### config.mk
export PLATFORM = sky130hd
export DESIGN_NAME = flag_unit
export DESIGN_NICKNAME = d
export VERILOG_FILES = /design/src/rtl/flag_unit.sv
export SDC_FILE = /design/constraint.sdc
export NUM_CORES = 1
export LEC_CHECK = 0
export CAP_MARGIN = 20
export CORE_MARGIN = 1
export CORE_UTILIZATION = 30
export CTS_CLUSTER_DIAMETER = 30
export DETAILED_ROUTE_END_ITERATION = 10
export SLEW_MARGIN = 25
export SYNTH_ARGS = -nofsm -noshare
export SYNTH_HDL_FRONTEND = slang
export SYNTH_SLANG_ARGS = --single-unit
### constraint.sdc
create_clock -name clk -period 2.2 [get_ports clk]
set_input_delay 0.33 -clock clk [delete_from_list [all_inputs] [get_ports clk]]
set_output_delay 0.33 -clock clk [all_outputs]
set_load 0.01 [all_outputs]
### src/rtl/flag_unit.sv
// NVZ flag unit: masked EX flag commit, ID branch evaluation with optional EX forwarding, LIFO flag save stack.
// Commit and stack ops take effect at the next rising edge; br_taken and flag_hazard are combinational.
module flag_unit #(
  parameter int DATA_WIDTH  = 16,
  parameter int BYPASS      = 1,
  parameter int STACK_DEPTH = 2
) (
  input  logic                               clk,
  input  logic                               rst,
  input  logic [3:0]                         ex_opcode,
  input  logic                               ex_valid,
  input  logic                               ex_stall,
  input  logic                               ex_flush,
  input  logic [DATA_WIDTH-1:0]              alu_out,
  input  logic                               alu_ovfl,
  input  logic [2:0]                         id_cond,
  input  logic                               id_is_branch,
  input  logic                               flag_push,
  input  logic                               flag_pop,
  output logic [2:0]                         NVZ,
  output logic                               br_taken,
  output logic                               flag_hazard,
  output logic [$clog2(STACK_DEPTH+1)-1:0]   stack_cnt,
  output logic                               stack_err
);

  localparam int CNT_W = $clog2(STACK_DEPTH + 1);

  logic [2:0]       nvz_q, nvz_d;
  logic [CNT_W-1:0] stack_cnt_q, stack_cnt_d;
  logic             stack_err_q, stack_err_d;
  logic [2:0]       stack_q [STACK_DEPTH];
  logic [2:0]       stack_d [STACK_DEPTH];

  logic [2:0] wmask;
  logic [2:0] ex_nvz;
  logic       ex_wen;
  logic [2:0] eff;
  logic [2:0] stack_top;
  logic       full, empty, push_ok, pop_ok;
  logic       cond_ok;

  always_comb begin
    case (ex_opcode)
      4'b0000, 4'b0001:                   wmask = 3'b111;
      4'b0011, 4'b0100, 4'b0101, 4'b0110: wmask = 3'b001;
      default:                            wmask = 3'b000;
    endcase
  end

  assign ex_nvz = {alu_out[DATA_WIDTH-1], alu_ovfl, ~|alu_out};
  assign ex_wen = ex_valid & ~ex_flush & ~ex_stall;

  assign full    = (stack_cnt_q == CNT_W'(STACK_DEPTH));
  assign empty   = (stack_cnt_q == '0);
  assign push_ok = flag_push & ~flag_pop & ~full;
  assign pop_ok  = flag_pop & ~flag_push & ~empty;

  always_comb begin
    stack_top = 3'b000;
    for (int i = 0; i < STACK_DEPTH; i++) begin
      if (CNT_W'(i + 1) == stack_cnt_q) stack_top = stack_q[i];
    end
  end

  always_comb begin
    nvz_d       = nvz_q;
    stack_cnt_d = stack_cnt_q;
    stack_err_d = stack_err_q | (flag_push & flag_pop) | (flag_push & full) | (flag_pop & empty);
    for (int i = 0; i < STACK_DEPTH; i++) begin
      stack_d[i] = stack_q[i];
      // push saves the pre-edge flags, even if EX commits in the same cycle
      if (push_ok && CNT_W'(i) == stack_cnt_q) stack_d[i] = nvz_q;
    end
    if (push_ok) stack_cnt_d = stack_cnt_q + CNT_W'(1);
    if (pop_ok) begin
      stack_cnt_d = stack_cnt_q - CNT_W'(1);
      nvz_d       = stack_top;
    end else begin
      for (int b = 0; b < 3; b++) begin
        if (ex_wen && wmask[b]) nvz_d[b] = ex_nvz[b];
      end
    end
  end

  always_ff @(posedge clk) begin
    if (rst) begin
      nvz_q       <= 3'b000;
      stack_cnt_q <= '0;
      stack_err_q <= 1'b0;
      for (int i = 0; i < STACK_DEPTH; i++) stack_q[i] <= 3'b000;
    end else begin
      nvz_q       <= nvz_d;
      stack_cnt_q <= stack_cnt_d;
      stack_err_q <= stack_err_d;
      for (int i = 0; i < STACK_DEPTH; i++) stack_q[i] <= stack_d[i];
    end
  end

  // a stalled EX value is already final, so forwarding does not wait for the stall to clear
  always_comb begin
    eff = nvz_q;
    if (BYPASS != 0) begin
      for (int b = 0; b < 3; b++) begin
        if (ex_valid && !ex_flush && wmask[b]) eff[b] = ex_nvz[b];
      end
    end
  end

  always_comb begin
    case (id_cond)
      3'b000:  cond_ok = ~eff[0];
      3'b001:  cond_ok = eff[0];
      3'b010:  cond_ok = ~eff[0] & ~eff[2];
      3'b011:  cond_ok = eff[2];
      3'b100:  cond_ok = eff[0] | ~eff[2];
      3'b101:  cond_ok = eff[2] | eff[0];
      3'b110:  cond_ok = eff[1];
      default: cond_ok = 1'b1;
    endcase
  end

  assign br_taken    = id_is_branch & cond_ok;
  assign flag_hazard = (BYPASS == 0) && id_is_branch && ex_valid && !ex_flush
                       && (wmask != 3'b000) && (id_cond != 3'b111);

  assign NVZ       = nvz_q;
  assign stack_cnt = stack_cnt_q;
  assign stack_err = stack_err_q;

endmodule

After elaboration in Yosys (flattened, before gate mapping):

Memories as Yosys holds them, arrays and structs flattened.
Index checks and enable logic that the tools add are counted.

* add/subtract/negate cells: 2
* equality and inequality tests: 14
* mux-type cells: 20
* bitwise operators: 26
* reduce and logical (&&, ||, !) cells: 21

Operators with widths (count)
* $mux W3: 7
* $reduce_or A16 Y1: 1
* $eq A4 B3 Y1 const B: 3
* $and A1 B1 Y1: 11
* $eq A3 B3 Y1 const B: 3
* $logic_and A1 B1 Y1: 9
* $mux W1: 9
* $not A1 Y1: 8
* $reduce_bool A2 Y1: 4
* $or A1 B1 Y1: 7
* $pmux W1 S7: 1
* $eq A3 B2 Y1 const B: 2
* $pmux W3 S2: 1
* $eq A4 B1 Y1 const B: 1
* $eq A4 B2 Y1 const B: 1
* $logic_not A4 Y1: 1
* $mux W2: 2
* $reduce_or A4 Y1: 1
* $eq A3 B1 Y1 const B: 1
* $logic_not A3 Y1: 1
* $add A2 B1 Y2 const B: 1
* $eq A1 B2 Y1 const A: 1
* $eq A2 B2 Y1 const A: 1
* $eq A2 B2 Y1 const B: 1
* 4 further kinds: 5

* flip-flop bits (word level): 6
* memory bits (writable): 6
* input bits: 32
* output and inout port bits: 8
* logic and storage cells: 89
* memories kept: 1

Memory list
* stack_q: depth 2, width 3, read ports 2, clocked after memory_dff 0, wr ports 2, line 32 `logic [2:0] stack_q [STACK_DEPTH];`

Logic depth before layout (Yosys ltp):

* word-level depth: 9
* depth in mapped cells: 8
* gate-level depth less buffers: 7

Least setup slack after synthesis:

No wires, ideal clock.

* path type: input to output
* start point: input ex_flush
* end point: output br_taken
* data arrival time: 1.742 ns
* data required time: 1.870 ns
* setup slack: 0.128 ns
* stages on the path: 6
* buffers on the path: 0
* cell sequence: or3b_4 -> nand2b_4 -> mux2_4 -> mux2_4 -> a211oi_1 -> nor2_1

* cells in the longest elaborated chain, start to end: 8
* elaborated cells on any way between the ends: 15
* classes of those cells: mux: 4; bitwise: 6; reduce/logical: 5

Ends and longest elaborated chain
* from (decl): line 13 `input logic ex_flush,`
* $logic_not A1 Y1 (*): line 105 `if (ex_valid && !ex_flush && wmask[b]) eff[b] = ex_nvz[b];`
* $logic_and A1 B1 Y1 (*): line 105
* $logic_and A1 B1 Y1: line 105
* $mux W1: line 105
* $not A1 Y1 (on tied branches): line 114, 116, 112
* $or A1 B1 Y1 / $and A1 B1 Y1 (equally long branches): line 116, 114
* $pmux W1 S7 (*): line 111 `case (id_cond)`
* $and A1 B1 Y1 (*): line 123 `assign br_taken = id_is_branch & cond_ok;`
* to (decl): line 21 `output logic br_taken,`

Mark *: on every way between the ends. The rest lies on a longest branch, timed or not.

Worst setup path after layout:

* start point: input ex_opcode[3]
* end point: output br_taken

* cells in the longest elaborated chain, start to end: 9
* elaborated cells on any way between the ends: 22
* classes of those cells: eq/ne: 5; mux: 5; bitwise: 6; reduce/logical: 6

Ends and longest elaborated chain
* from (decl): line 10 `input logic [3:0] ex_opcode,`
* $eq A4 B2 Y1 (tied with other cells): line 44 `case (ex_opcode)`
* $reduce_or A4 Y1 / $reduce_or A2 Y1 (equally long branches): line 44
* $pmux W3 S2 (*): line 44
* $logic_and A1 B1 Y1: line 105
* $mux W1: line 105
* $not A1 Y1 (on tied branches): line 114, 116, 112
* $or A1 B1 Y1 / $and A1 B1 Y1 (equally long branches): line 116, 114
* $pmux W1 S7 (*): line 111
* $and A1 B1 Y1 (*): line 123

Marks and branches as above.

==> impl_metrics.tcl <==
set metrics [dict create \
    status "finished, violations left" \
    violations "negative setup slack" \
    async_flop_share 0 \
    synth_compound_area_frac 0.142 \
    r2r_slack_ns 0.39 \
    min_path_type "register to register" \
    yosys.area_share.simple 0.256 \
    area_delta_synth_final_pct 71.8 \
    critPathKind "primary input to primary output" \
    cts.sinks 12 \
    clk_latency_ns 0.27 \
    powerDensity_nw_per_um2 411 \
    whs_endpoint "stack_err" \
    yosysTopAreaCell "dfxtp_1" \
    ys.warnings.count 0 \
    drt_pre_antenna_iters 4 \
    root_buffer "clkbuf_4" \
    antenna_found_initial 0 \
    fin_crit_ns 2.26 \
    cp.required_ns 1.87 \
    grt_max_degree 13 \
    dp_slack_ns -0.859 \
    drc 0 \
    synth_edf_count 0 \
    met3_usage 0.0172 \
    dp_hpwl_um 1660 \
    crit_path_end_kind "primary output" \
    ant_nets 0 \
    synth_top_family_by_area "simple AND/OR/NAND/NOR gates" \
    crit_arrival_ns 1.93 \
    synth.area.mux_share 0.180 \
    die_area_um2 2800 \
    drt_wl_total_um 2200 \
    cts_buffer_depth 2 \
    skew_ns 0.00510 \
    grt_pass1_wl_um 3310 \
    path_delay_family "simple AND/OR/NAND/NOR gates" \
    cts-hold-fix-buffers 0 \
    synth_xor_area_frac 0.0113 \
    first_global_vias 811 \
    cts_htree_levels 1 \
    overflow 0 \
    ys_ff_latch 12 \
    syn_inst 97 \
    routedWlPerCell_um 12.7 \
    synth_top_area_share 0.309 \
    grt.total_usage 0.160 \
    r2r_end "stack_q[0][1]" \
    fin_nets 181 \
    ff2ff_path_depth 6 \
    fin_crit_sh 1.03 \
    gp_congestion 0.789 \
    critPathMaxStageDelay_ns 0.39 \
    std_cell_rows 18 \
    ir_drop_mv 0.449 \
    via_per_inst 4.78 \
    ys.flop_type "dfxtp_1" \
    core_area_um2 2450 \
    cts_buffers 3 \
    top_usage_layer "met2" \
    max_freq_mhz 442 \
    fin_ws_ns -0.0622 \
    setup_viol 1 \
    synthAdderAreaFrac 0.0483 \
    use_met2 0.268 \
    final_max_slew_viol_count 0 \
    leakage_nw 0.567 \
    holdPathStages 2 \
    hold_viol 0 \
    drive_gt1_frac 0.236 \
    io-pin-count 40 \
    syn_nets 132 \
    cp_num_buf_inv 2 \
    rsz0062_at_grt "true" \
    startpoint_type "primary input" \
    dr_total_vias 832 \
    layout_commonest_cell "clkdlybuf4s50_1" \
    cp_cell_sequence "buf_6, or3b_4, nand2b_4, mux2_4, mux2_4, a211oi_2, nor2_1, buf_2" \
    ys_seq_area_frac 0.309 \
    max-cap-violations 0 \
    r2r_start "stack_cnt[0]" \
    clk_pin_slew_worst_paths_ns 0.07 \
    netlist_top_cells_area "dfxtp_1 (31%), mux2i_1 (14%), nor2_1 (8.7%), a21oi_1 (6.4%), ha_1 (4.8%)" \
    cp_max_fo 3 \
    synth_cell_types 26 \
    dieHeight_um 52.9 \
    power_w 0.000548 \
    netlist_area_um2 777 \
    critPathMostFrequentCell "mux2_4" \
    startpoint "ex_opcode[3]" \
    critPathSlowestCell "or3b_4" \
    hp-start "stack_err" \
    io_buffers 38 \
    initial_utilization 0.317 \
    diodes 0 \
    cts_tree "done" \
    final_cell_mix "clkdlybuf4s50_1 (18), nor2_1 (17), dfxtp_1 (12), dlygate4sd2_1 (12), buf_4 (12)" \
    die_x_um 52.9 \
    drt_iter0_drc 4 \
    met1_usage 0.199 \
    syn_avg_cell_area_um2 8.01 \
]
==> report_power, final <==
group	total (W)	switching [W]	leakage, nW	internal (W)
logic	0.000184	0.0000799	0.455	0.000104
registers	0.000234	0.00000774	0.0975	0.000227
clock network	0.000130	0.0000667	0.0138	0.0000633
==> registers in the layout (all words and copies together), names as in the netlist <==
name,count
NVZ,3
stack_cnt,2
stack_err,1
stack_q,6
==> Yosys cell counts, types with 3 or more instances <==
| cell | number |
|---|---|
| nor4_1 | 4 |
| a211o_1 | 3 |
| nand2_1 | 7 |
| dfxtp_1 | 12 |
| clkbuf_1 | 5 |
| inv_1 | 3 |
| ha_1 | 3 |
| nor2_1 | 18 |
| mux2i_1 | 11 |
| and2_1 | 3 |
| a21oi_1 | 10 |
==> logic make-up after synthesis <==
| kind of cell | count (synthesis) |
|---|---|
| AO/OA/AOI/OAI | 18 |
| multiplexers | 13 |
| adder cells (fa/ha/maj) | 3 |
| other | 1 |
| XOR/XNOR | 1 |
| buffers and inverters | 9 |
| AND/OR/NAND/NOR | 40 |
| flip-flops | 12 |
==> tightest hold or removal path, cell delays in order, from the launching register on <==
cell and delay [ns]:
dfxtp_1 0.34, nor2_1 0.05, nor2_1 0.07
==> area by class of cell <==
| type | instances | area [um^2] |
|---|---|---|
| sequential | 12 | 240 |
| tap | 30 | 37.5 |
| multi-input combinational | 76 | 572 |
| clock buffer | 3 | 22.5 |
| timing repair buffer | 50 | 452 |
| fill | 235 | 1120 |
| inverter | 3 | 11.3 |
==> per-stage QoR <==
stage / hold slack, ns / TNS, ns / instances / util / cell area (um^2)
after floorplan: 0.399 / 0 / 97 / - / 777
after global placement: 0.459 / -0.799 / 167 / 0.501 / 1230
after detailed placement: 0.466 / -0.859 / 167 / 0.501 / 1230
after CTS: 0.488 / -0.0650 / 173 / 0.531 / 1300
after global routing: 0.517 / -0.103 / 174 / 0.544 / 1340
final: 0.485 / -0.0622 / 174 / 0.544 / 1340
==> worst max-delay path by stage <==
| stage | end | cells after the start | slack, ns |
|---|---|---|---|
| final | br_taken | 8 | -0.06 |
| after global placement | br_taken | 8 | -0.80 |
| after floorplan | br_taken | 6 | 0.13 |
| after global routing | br_taken | 9 | -0.10 |
| after detailed placement | br_taken | 8 | -0.86 |
| after CTS | br_taken | 8 | -0.06 |
==> what timing repair did <==
action / 4_1_cts / 5_1_grt
buffers inserted: 3 / 1
gates resized for setup: 38 / 6
endpoints found under the setup margin: 1 / 1
pin swaps: 10 / 7
==> routing by layer <==
metal	vias to the layer above	wire length (um)	share of wire
li1	431	-	-
met1	371	935	0.42
met2	26	1070	0.49
met3	4	165	0.075
met4	0	33	0.015
met5	-	0	0
No activity file was read; power rests on OpenSTA's default activity.
